[src/rtl/uart_rx_frame_ctrl.sv]
// UART receive frame sequencer: synchronises rx_in, finds the start edge and
// samples start/data/parity/stop at mid-bit from an oversampling baud tick.
module uart_rx_frame_ctrl #(
    parameter int OVERSAMPLE = 16,
    parameter int CNT_W      = 4
) (
    input  logic       clk,
    input  logic       rst,
    input  logic       baud_tick,
    input  logic       rx_in,
    input  logic       rx_en,
    input  logic [1:0] parity_type,
    output logic [7:0] data_out,
    output logic       start_bit,
    output logic       parity_bit,
    output logic       stop_bit,
    output logic       received_flag,
    output logic       busy
);

    localparam logic [CNT_W-1:0] HALF_M1 = CNT_W'(OVERSAMPLE / 2 - 1);
    localparam logic [CNT_W-1:0] FULL_M1 = CNT_W'(OVERSAMPLE - 1);

    typedef enum logic [2:0] {
        IDLE,
        START,
        DATA,
        PARITY,
        STOP,
        DONE
    } state_t;

    state_t           state_q, state_d;
    logic             rx_s1, rx_s2, rx_d;
    logic             fall;
    logic [CNT_W-1:0] tick_cnt;
    logic [2:0]       bit_cnt;
    logic [7:0]       shift_q;
    logic [1:0]       type_q;
    logic             has_par;
    logic             start_s, par_s;

    logic             type_ld, cnt_clr, cnt_inc, bit_clr, bit_inc;
    logic             start_cap, shift_en, par_cap, out_ld;

    assign fall    = rx_d & ~rx_s2;
    assign has_par = (type_q == 2'b01) || (type_q == 2'b10);

    // Line synchroniser plus one extra stage for falling-edge detection
    always_ff @(posedge clk or posedge rst) begin
        if (rst) begin
            rx_s1 <= 1'b1;
            rx_s2 <= 1'b1;
            rx_d  <= 1'b1;
        end else begin
            rx_s1 <= rx_in;
            rx_s2 <= rx_s1;
            rx_d  <= rx_s2;
        end
    end

    always_ff @(posedge clk or posedge rst) begin
        if (rst) begin
            state_q <= IDLE;
        end else begin
            state_q <= state_d;
        end
    end

    always_comb begin
        state_d       = state_q;
        type_ld       = 1'b0;
        cnt_clr       = 1'b0;
        cnt_inc       = 1'b0;
        bit_clr       = 1'b0;
        bit_inc       = 1'b0;
        start_cap     = 1'b0;
        shift_en      = 1'b0;
        par_cap       = 1'b0;
        out_ld        = 1'b0;
        received_flag = 1'b0;
        busy          = (state_q != IDLE);
        case (state_q)
            IDLE: begin
                if (fall && rx_en) begin
                    state_d = START;
                    type_ld = 1'b1;
                    cnt_clr = 1'b1;
                end
            end
            START: begin
                if (baud_tick) begin
                    if (tick_cnt == HALF_M1) begin
                        if (rx_s2) begin
                            state_d = IDLE;
                        end else begin
                            state_d   = DATA;
                            start_cap = 1'b1;
                            cnt_clr   = 1'b1;
                            bit_clr   = 1'b1;
                        end
                    end else begin
                        cnt_inc = 1'b1;
                    end
                end
            end
            DATA: begin
                if (baud_tick) begin
                    if (tick_cnt == FULL_M1) begin
                        shift_en = 1'b1;
                        cnt_clr  = 1'b1;
                        if (bit_cnt == 3'd7) begin
                            state_d = has_par ? PARITY : STOP;
                        end else begin
                            bit_inc = 1'b1;
                        end
                    end else begin
                        cnt_inc = 1'b1;
                    end
                end
            end
            PARITY: begin
                if (baud_tick) begin
                    if (tick_cnt == FULL_M1) begin
                        par_cap = 1'b1;
                        cnt_clr = 1'b1;
                        state_d = STOP;
                    end else begin
                        cnt_inc = 1'b1;
                    end
                end
            end
            STOP: begin
                if (baud_tick) begin
                    if (tick_cnt == FULL_M1) begin
                        out_ld  = 1'b1;
                        cnt_clr = 1'b1;
                        state_d = DONE;
                    end else begin
                        cnt_inc = 1'b1;
                    end
                end
            end
            DONE: begin
                received_flag = 1'b1;
                state_d       = IDLE;
            end
            default: state_d = IDLE;
        endcase
    end

    always_ff @(posedge clk or posedge rst) begin
        if (rst) begin
            tick_cnt <= '0;
            bit_cnt  <= '0;
            shift_q  <= '0;
            type_q   <= '0;
            start_s  <= 1'b0;
            par_s    <= 1'b0;
        end else begin
            if (cnt_clr) begin
                tick_cnt <= '0;
            end else if (cnt_inc) begin
                tick_cnt <= tick_cnt + 1'b1;
            end
            if (bit_clr) begin
                bit_cnt <= '0;
            end else if (bit_inc) begin
                bit_cnt <= bit_cnt + 1'b1;
            end
            // Parity sample defaults to 0 so frames without a parity slot report 0
            if (type_ld) begin
                type_q <= parity_type;
                par_s  <= 1'b0;
            end else if (par_cap) begin
                par_s <= rx_s2;
            end
            if (start_cap) begin
                start_s <= rx_s2;
            end
            if (shift_en) begin
                shift_q <= {rx_s2, shift_q[7:1]};
            end
        end
    end

    // Visible fields change only on the edge entering DONE
    always_ff @(posedge clk or posedge rst) begin
        if (rst) begin
            data_out   <= '0;
            start_bit  <= 1'b0;
            parity_bit <= 1'b0;
            stop_bit   <= 1'b0;
        end else if (out_ld) begin
            data_out   <= shift_q;
            start_bit  <= start_s;
            parity_bit <= par_s;
            stop_bit   <= rx_s2;
        end
    end

endmodule

[config.mk]
export PLATFORM = sky130hd
export DESIGN_NAME = uart_rx_frame_ctrl
export DESIGN_NICKNAME = d
export VERILOG_FILES = /design/src/rtl/uart_rx_frame_ctrl.sv
export SDC_FILE = /design/constraint.sdc
export NUM_CORES = 1
export LEC_CHECK = 0
export ABC_CLOCK_PERIOD_IN_PS = 1700
export CORE_UTILIZATION = 49
export CTS_CLUSTER_SIZE = 24
export DETAILED_ROUTE_END_ITERATION = 10
export PLACE_DENSITY = 0.74
export SETUP_SLACK_MARGIN = 0.4
export SLEW_MARGIN = 20
export SYNTH_ARGS = -nofsm -noshare
export SYNTH_HDL_FRONTEND = slang
export SYNTH_SLANG_ARGS = --single-unit
[constraint.sdc]
create_clock -name clk -period 1.7 [get_ports clk]
set_input_delay 0.425 -clock clk [delete_from_list [all_inputs] [get_ports clk]]
set_output_delay 0.425 -clock clk [all_outputs]
set_load 0.005 [all_outputs]
-- After elaboration in Yosys (flattened, before gate mapping)
Cells that the tools add are included.
- memory bits (read-only): 0
- output and inout bits: 13
- word-level logic and storage cells: 88
- memories: 0
- bits in latches: 0
- bits in registers: 36
- memory bits (writable): 0
- magnitude comparators: 0
- equality and inequality tests: 20
- divide/modulo/power cells: 0
- shifts and indexed selects: 0
- add/sub/neg operators: 2
- muxes and demuxes: 41
- bitwise operators: 2
- multiply operators: 0
- reductions and logical operators: 9
- operators by type and width (cell ; count):
    two-way mux 3 bit ; 13
    two-way mux 1 bit ; 22
    != test 2 bit, second input constant ; 10
    one-hot mux 3 bit (5 select lines) ; 1
    AND reduction 10 bit ; 1
    equality test 3 bit, second input constant ; 3
    two-way mux 4 bit ; 2
    equality test 3 x 2 -> 1 bit, second input constant ; 2
    nonzero test 2 bit ; 3
    adder 4 x 1 -> 4 bit, second input constant ; 1
    equality test 4 x 3 -> 1 bit, second input constant ; 1
    equality test 4 bit, second input constant ; 1
    adder 3 x 1 -> 3 bit, second input constant ; 1
    equality test 3 x 1 -> 1 bit, second input constant ; 1
    logical NOT 3 bit ; 1
    one-hot mux 1 bit (3 select lines) ; 1
    nonzero test 3 bit ; 1
    OR reduction 3 bit ; 1
    equality test 2 x 1 -> 1 bit, second input constant ; 1
    equality test 2 bit, second input constant ; 1
    two-way mux 2 bit ; 1
    one-hot mux 1 bit (2 select lines) ; 1
    bitwise AND 1 bit ; 1
    logical AND 1 bit ; 1
    other kinds (2) ; 2

-- Longest topological paths before layout
- depth after elaboration: 7
- gate-level depth with buffers: 7

-- Least setup slack after synthesis
Ideal clock, no wire load.
- kind: register to register
- start point: register tick_cnt[0]
- end point: register bit_cnt[1]
- buffers on the path: 1
- required time: 1.566 ns
- library setup time: 0.134 ns
- path slack: -0.092 ns
- arrival: 1.658 ns
- cell stages (with the launch flop): 8
- path through: dfrtp_1 -> ha_1 -> nand3_2 -> or4_1 -> buf_6 -> nor2_8 -> mux2i_1 -> nor2_1
- word-level cells in the longest chain between the ends: 5
- RTL lines (element ; line ; text):
    start: declaration ; 36 ; logic [CNT_W-1:0] tick_cnt;
    start signal: assignment ; 164 ; tick_cnt <= tick_cnt + 1'b1;
    equality test 4 x 3 -> 1 bit / equality test 4 bit (equally long branches) ; 93, 109 ;
    two-way mux 1 bit, on equally long branches ; 93, 109 ;
    two-way mux 1 bit, on equally long branches ; 92, 108 ;
    two-way mux 1 bit ; 83 ; case (state_q)
    two-way mux 3 bit / nonzero test 2 bit (equally long branches) ; - ;
    end signal: assignment ; 169 ; bit_cnt <= bit_cnt + 1'b1;
    end: declaration ; 37 ; logic [2:0] bit_cnt;
Parallel ways exist; a longest one is shown, timed or not.
A chain may end at the register's enable or synchronous reset.

-- Worst setup path in the final report
- start point: register state_q[0]
- end point: register data_out[6]
- word-level cells in the longest chain between the ends: 2
- RTL lines (element ; line ; text):
    start: declaration ; 33 ; state_t state_q, state_d;
    start signal: assignment ; 66 ; state_q <= state_d;
    equality test 3 bit ; 83 ;
    two-way mux 1 bit ; 83 ;
    end signal: assignment ; 195 ; data_out <= shift_q;
    end: declaration ; 13 ; output logic [7:0] data_out,
No other way between the ends.

==> metrics.txt <==
CP max stage cell dfrtp_1; Worst-Margin Slew 0.3796 ns; # clock sinks 36; hpwl dp 2371 um; final setup margin -0.2391 ns; largest family of logic cells by synthesized area multiplexers; post-route ant nets 0; DRT iter0 DRCs between 150 and 200; H-tree depth 2; Layout area overhead 52.32%; status finished, violations left; Worst-path clk slew about 0.11 ns; most common cell after layout, fill and taps aside dfrtp_1; max frequency 515.7 MHz; Die X around 60 um; Syn Inst Count about 140; Worst IR Drop VDD 0.8958 mV; Root Driver clkbuf_4; Antenna diodes 0; synthesized flop and latch total 36; Final Hold Viols 0; drt wl/cell 20.03 um; initial antenna violation count 0; Rows 20; fin cells 237; via/cell ratio ~5.8; CP delay by family, top simple AND/OR/NAND/NOR gates; most frequent cells in the layout 32 x dfrtp_1, 17 x buf_4, 15 x mux2_2; drt drc 0; worst path cell trace buf_6, buf_6, buf_6, nor3b_4, and2_4, nand2_4, buf_12, mux2_4; first-pass GRT wire length between 6000 and 7000 um; TritonRoute pass-1 iters 4; Syn. warnings 0; arrival time at the worst endpoint 2.18 ns; Power Density 1141 nW/um^2; GPL Wtd Cong 0.8717; CP Capture Type flop; xor and xnor area share after synthesis 0.01599; Worst slew margin 0.7451; most used cell along the critical path buf_6; Placed Cells incl. Taps 208; area of the core 3128 um^2; share of layout cells above drive strength 1 0.5907; Place WS -0.4819 ns; WP buf/inv 4; syn_nets roughly 150; placed cell areas 2049 um^2; Initial Utilization 0.5252; Worst Hold Class input pin to asynchronous set/reset pin; Mean Syn Cell Area ~12 um^2; Layout Skew between 0.01 and 0.015 ns; crit path time final between 1.5 and 2 ns; Pleak approximately 1.2 nW; Final Cell Area 2502 um^2; final wirelength 4748 um; # port buffers 19; TritonCTS clock tree yes; sequential fraction of the synthesis area 0.5506; vias in the first global route 1377; final setup fails 28; Simple-Gate Fraction of Synth Area 0.1432; Worst EP required 1.94 ns; crit start category flop; post-synthesis mux area share 0.1630; RSZ-0062 raised after global routing true; clk_lat worst skew 0.36 ns; DIE AREA 3588 um^2; Crit Path Class flop to flop; via count roughly 1.4k; maximum number of pins on one net before global-route repair 32; Hold Worst Slack approximately 0.31 ns; Worst path max stage delay 0.41 ns; GR Overflow Total 0; num ports 20; Synth Area in Compound Gates 0.07845; Post-Syn Area 1643 um^2; overall global routing resource usage 0.2631; max-cap violations 0; Final Slew Violations 0; CTS buffer count 5; final worst path period share 1.141; violated checks negative setup slack; FILL cells between 150 and 200; Max Fanout on Critical Path 6; CTS max path bufs 2; post-synthesis cell type count 37; Vert. Die Dim 59.90 um; Layout Nets 202; Post-Synth Adder-Cell Area 0.02285
synthesized netlist by cell type:
master / count / area (um^2)
nand4_1: 3 / 18.77
dfrtp_1: 33 / 825.8
clkbuf_1: 3 / 11.26
o31ai_1: 1 / 7.510
nor3b_1: 2 / 15.01
or4b_1: 1 / 10.01
or3_1: 4 / 25.02
inv_1: 2 / 7.510
and3b_1: 1 / 8.760
o21ai_1: 1 / 5.000
nand3_2: 1 / 10.01
ha_1: 3 / 37.54
buf_2: 1 / 5.000
a21oi_1: 9 / 45.04
mux2_2: 22 / 247.7
and3_2: 1 / 7.510
a211oi_1: 1 / 7.510
and3_1: 1 / 6.260
o22ai_1: 1 / 6.260
nor3_1: 2 / 10.01
nor2_8: 1 / 20.02
nand2_1: 6 / 22.52
nor2b_1: 3 / 18.77
xnor2_1: 3 / 26.28
mux2i_1: 2 / 20.02
and4_1: 1 / 8.760
and2_1: 1 / 6.260
o21bai_1: 1 / 7.510
or4_1: 1 / 7.510
buf_4: 1 / 7.510
nor2_1: 6 / 22.52
a32o_1: 1 / 10.01
nand3b_1: 1 / 7.510
nand3_1: 2 / 10.01
dfstp_2: 3 / 78.83
o21ai_0: 8 / 40.04
buf_6: 1 / 11.26
report_power, final:
part	switching, mW	internal [mW]	leakage (nW)
Clock	0.294	0.308	0.0422
Sequential	0.134	0.978	0.472
Combinational	0.543	0.599	0.727
Total	0.971	1.88	1.24
per-layer routing:
layer | GRT usage | up-vias | part of all wire
li1 | - | 600 | -
met1 | 0.3442 | 683 | 0.40
met2 | 0.4143 | 70 | 0.51
met3 | 0.07143 | 17 | 0.063
met4 | 0.1063 | 0 | 0.033
met5 | 0 | - | 0
cell type report:
cell class	count	area [um^2]	share of cell area
Clock buffer	6	41.29	0.01650
Timing Repair Buffer	55	521.8	0.2085
Inverter	2	7.507	0.003000
Clock inverter	2	35.03	0.01400
Sequential cell	36	905.9	0.3620
Tap cell	44	55.05	0.02200
Multi-Input combinational cell	92	935.9	0.3740
final timing paths:
path,endpoint,startpoint,cells past startpoint,slack [ns]
max,data_out[6],state_q[0],8,-0.24
min,data_out[1],rst,2,0.31
max reg2reg,data_out[6],state_q[0],8,-0.24
min reg2reg,rx_s2,rx_s1,0,0.36
max in group asynchronous,rx_s1,rst,3,0.87
min in group clk,rx_s2,rx_s1,0,0.36
per-stage QoR:
stage                     TNS [ns]  utilization  power [mW]
final                       -4.536       0.8000       2.855
after global routing        -5.546       0.8000       2.968
after CTS                   -1.347       0.7596       2.650
after detailed placement    -7.577       0.6552       1.744
after global placement      -6.246       0.6552       1.697
after floorplan                  0            -       1.493
worst register-to-register path, cell delays in order (launching register included):
cell	delay (ns)
dfrtp_1	0.41
buf_6	0.13
buf_6	0.10
buf_6	0.11
nor3b_4	0.32
and2_4	0.23
nand2_4	0.08
buf_12	0.14
mux2_4	0.29
kinds of logic (layout without fill, tap and decap cells):
logic type | after synthesis | after routing
fa+ha+maj | 3 | 3
xor+xnor | 3 | 3
flops | 36 | 36
simple gates | 38 | 39
buf+inv | 8 | 65
compound gates | 23 | 23
mux | 24 | 24
sequential cells by signal (all words and copies together) (netlist names), 2 cells and up:
signal	flops
bit_cnt	3
tick_cnt	4
data_out	8
shift_q	8
state_q	3
type_q	2
timing repair:
action,CTS,global route
hold buffers,0,0
resized for setup,98,16
cloned,2,0
endpoints found under the setup margin,45,46
setup buffers,13,6
pin swaps,13,11
No activity file was read; power rests on OpenSTA's default activity.
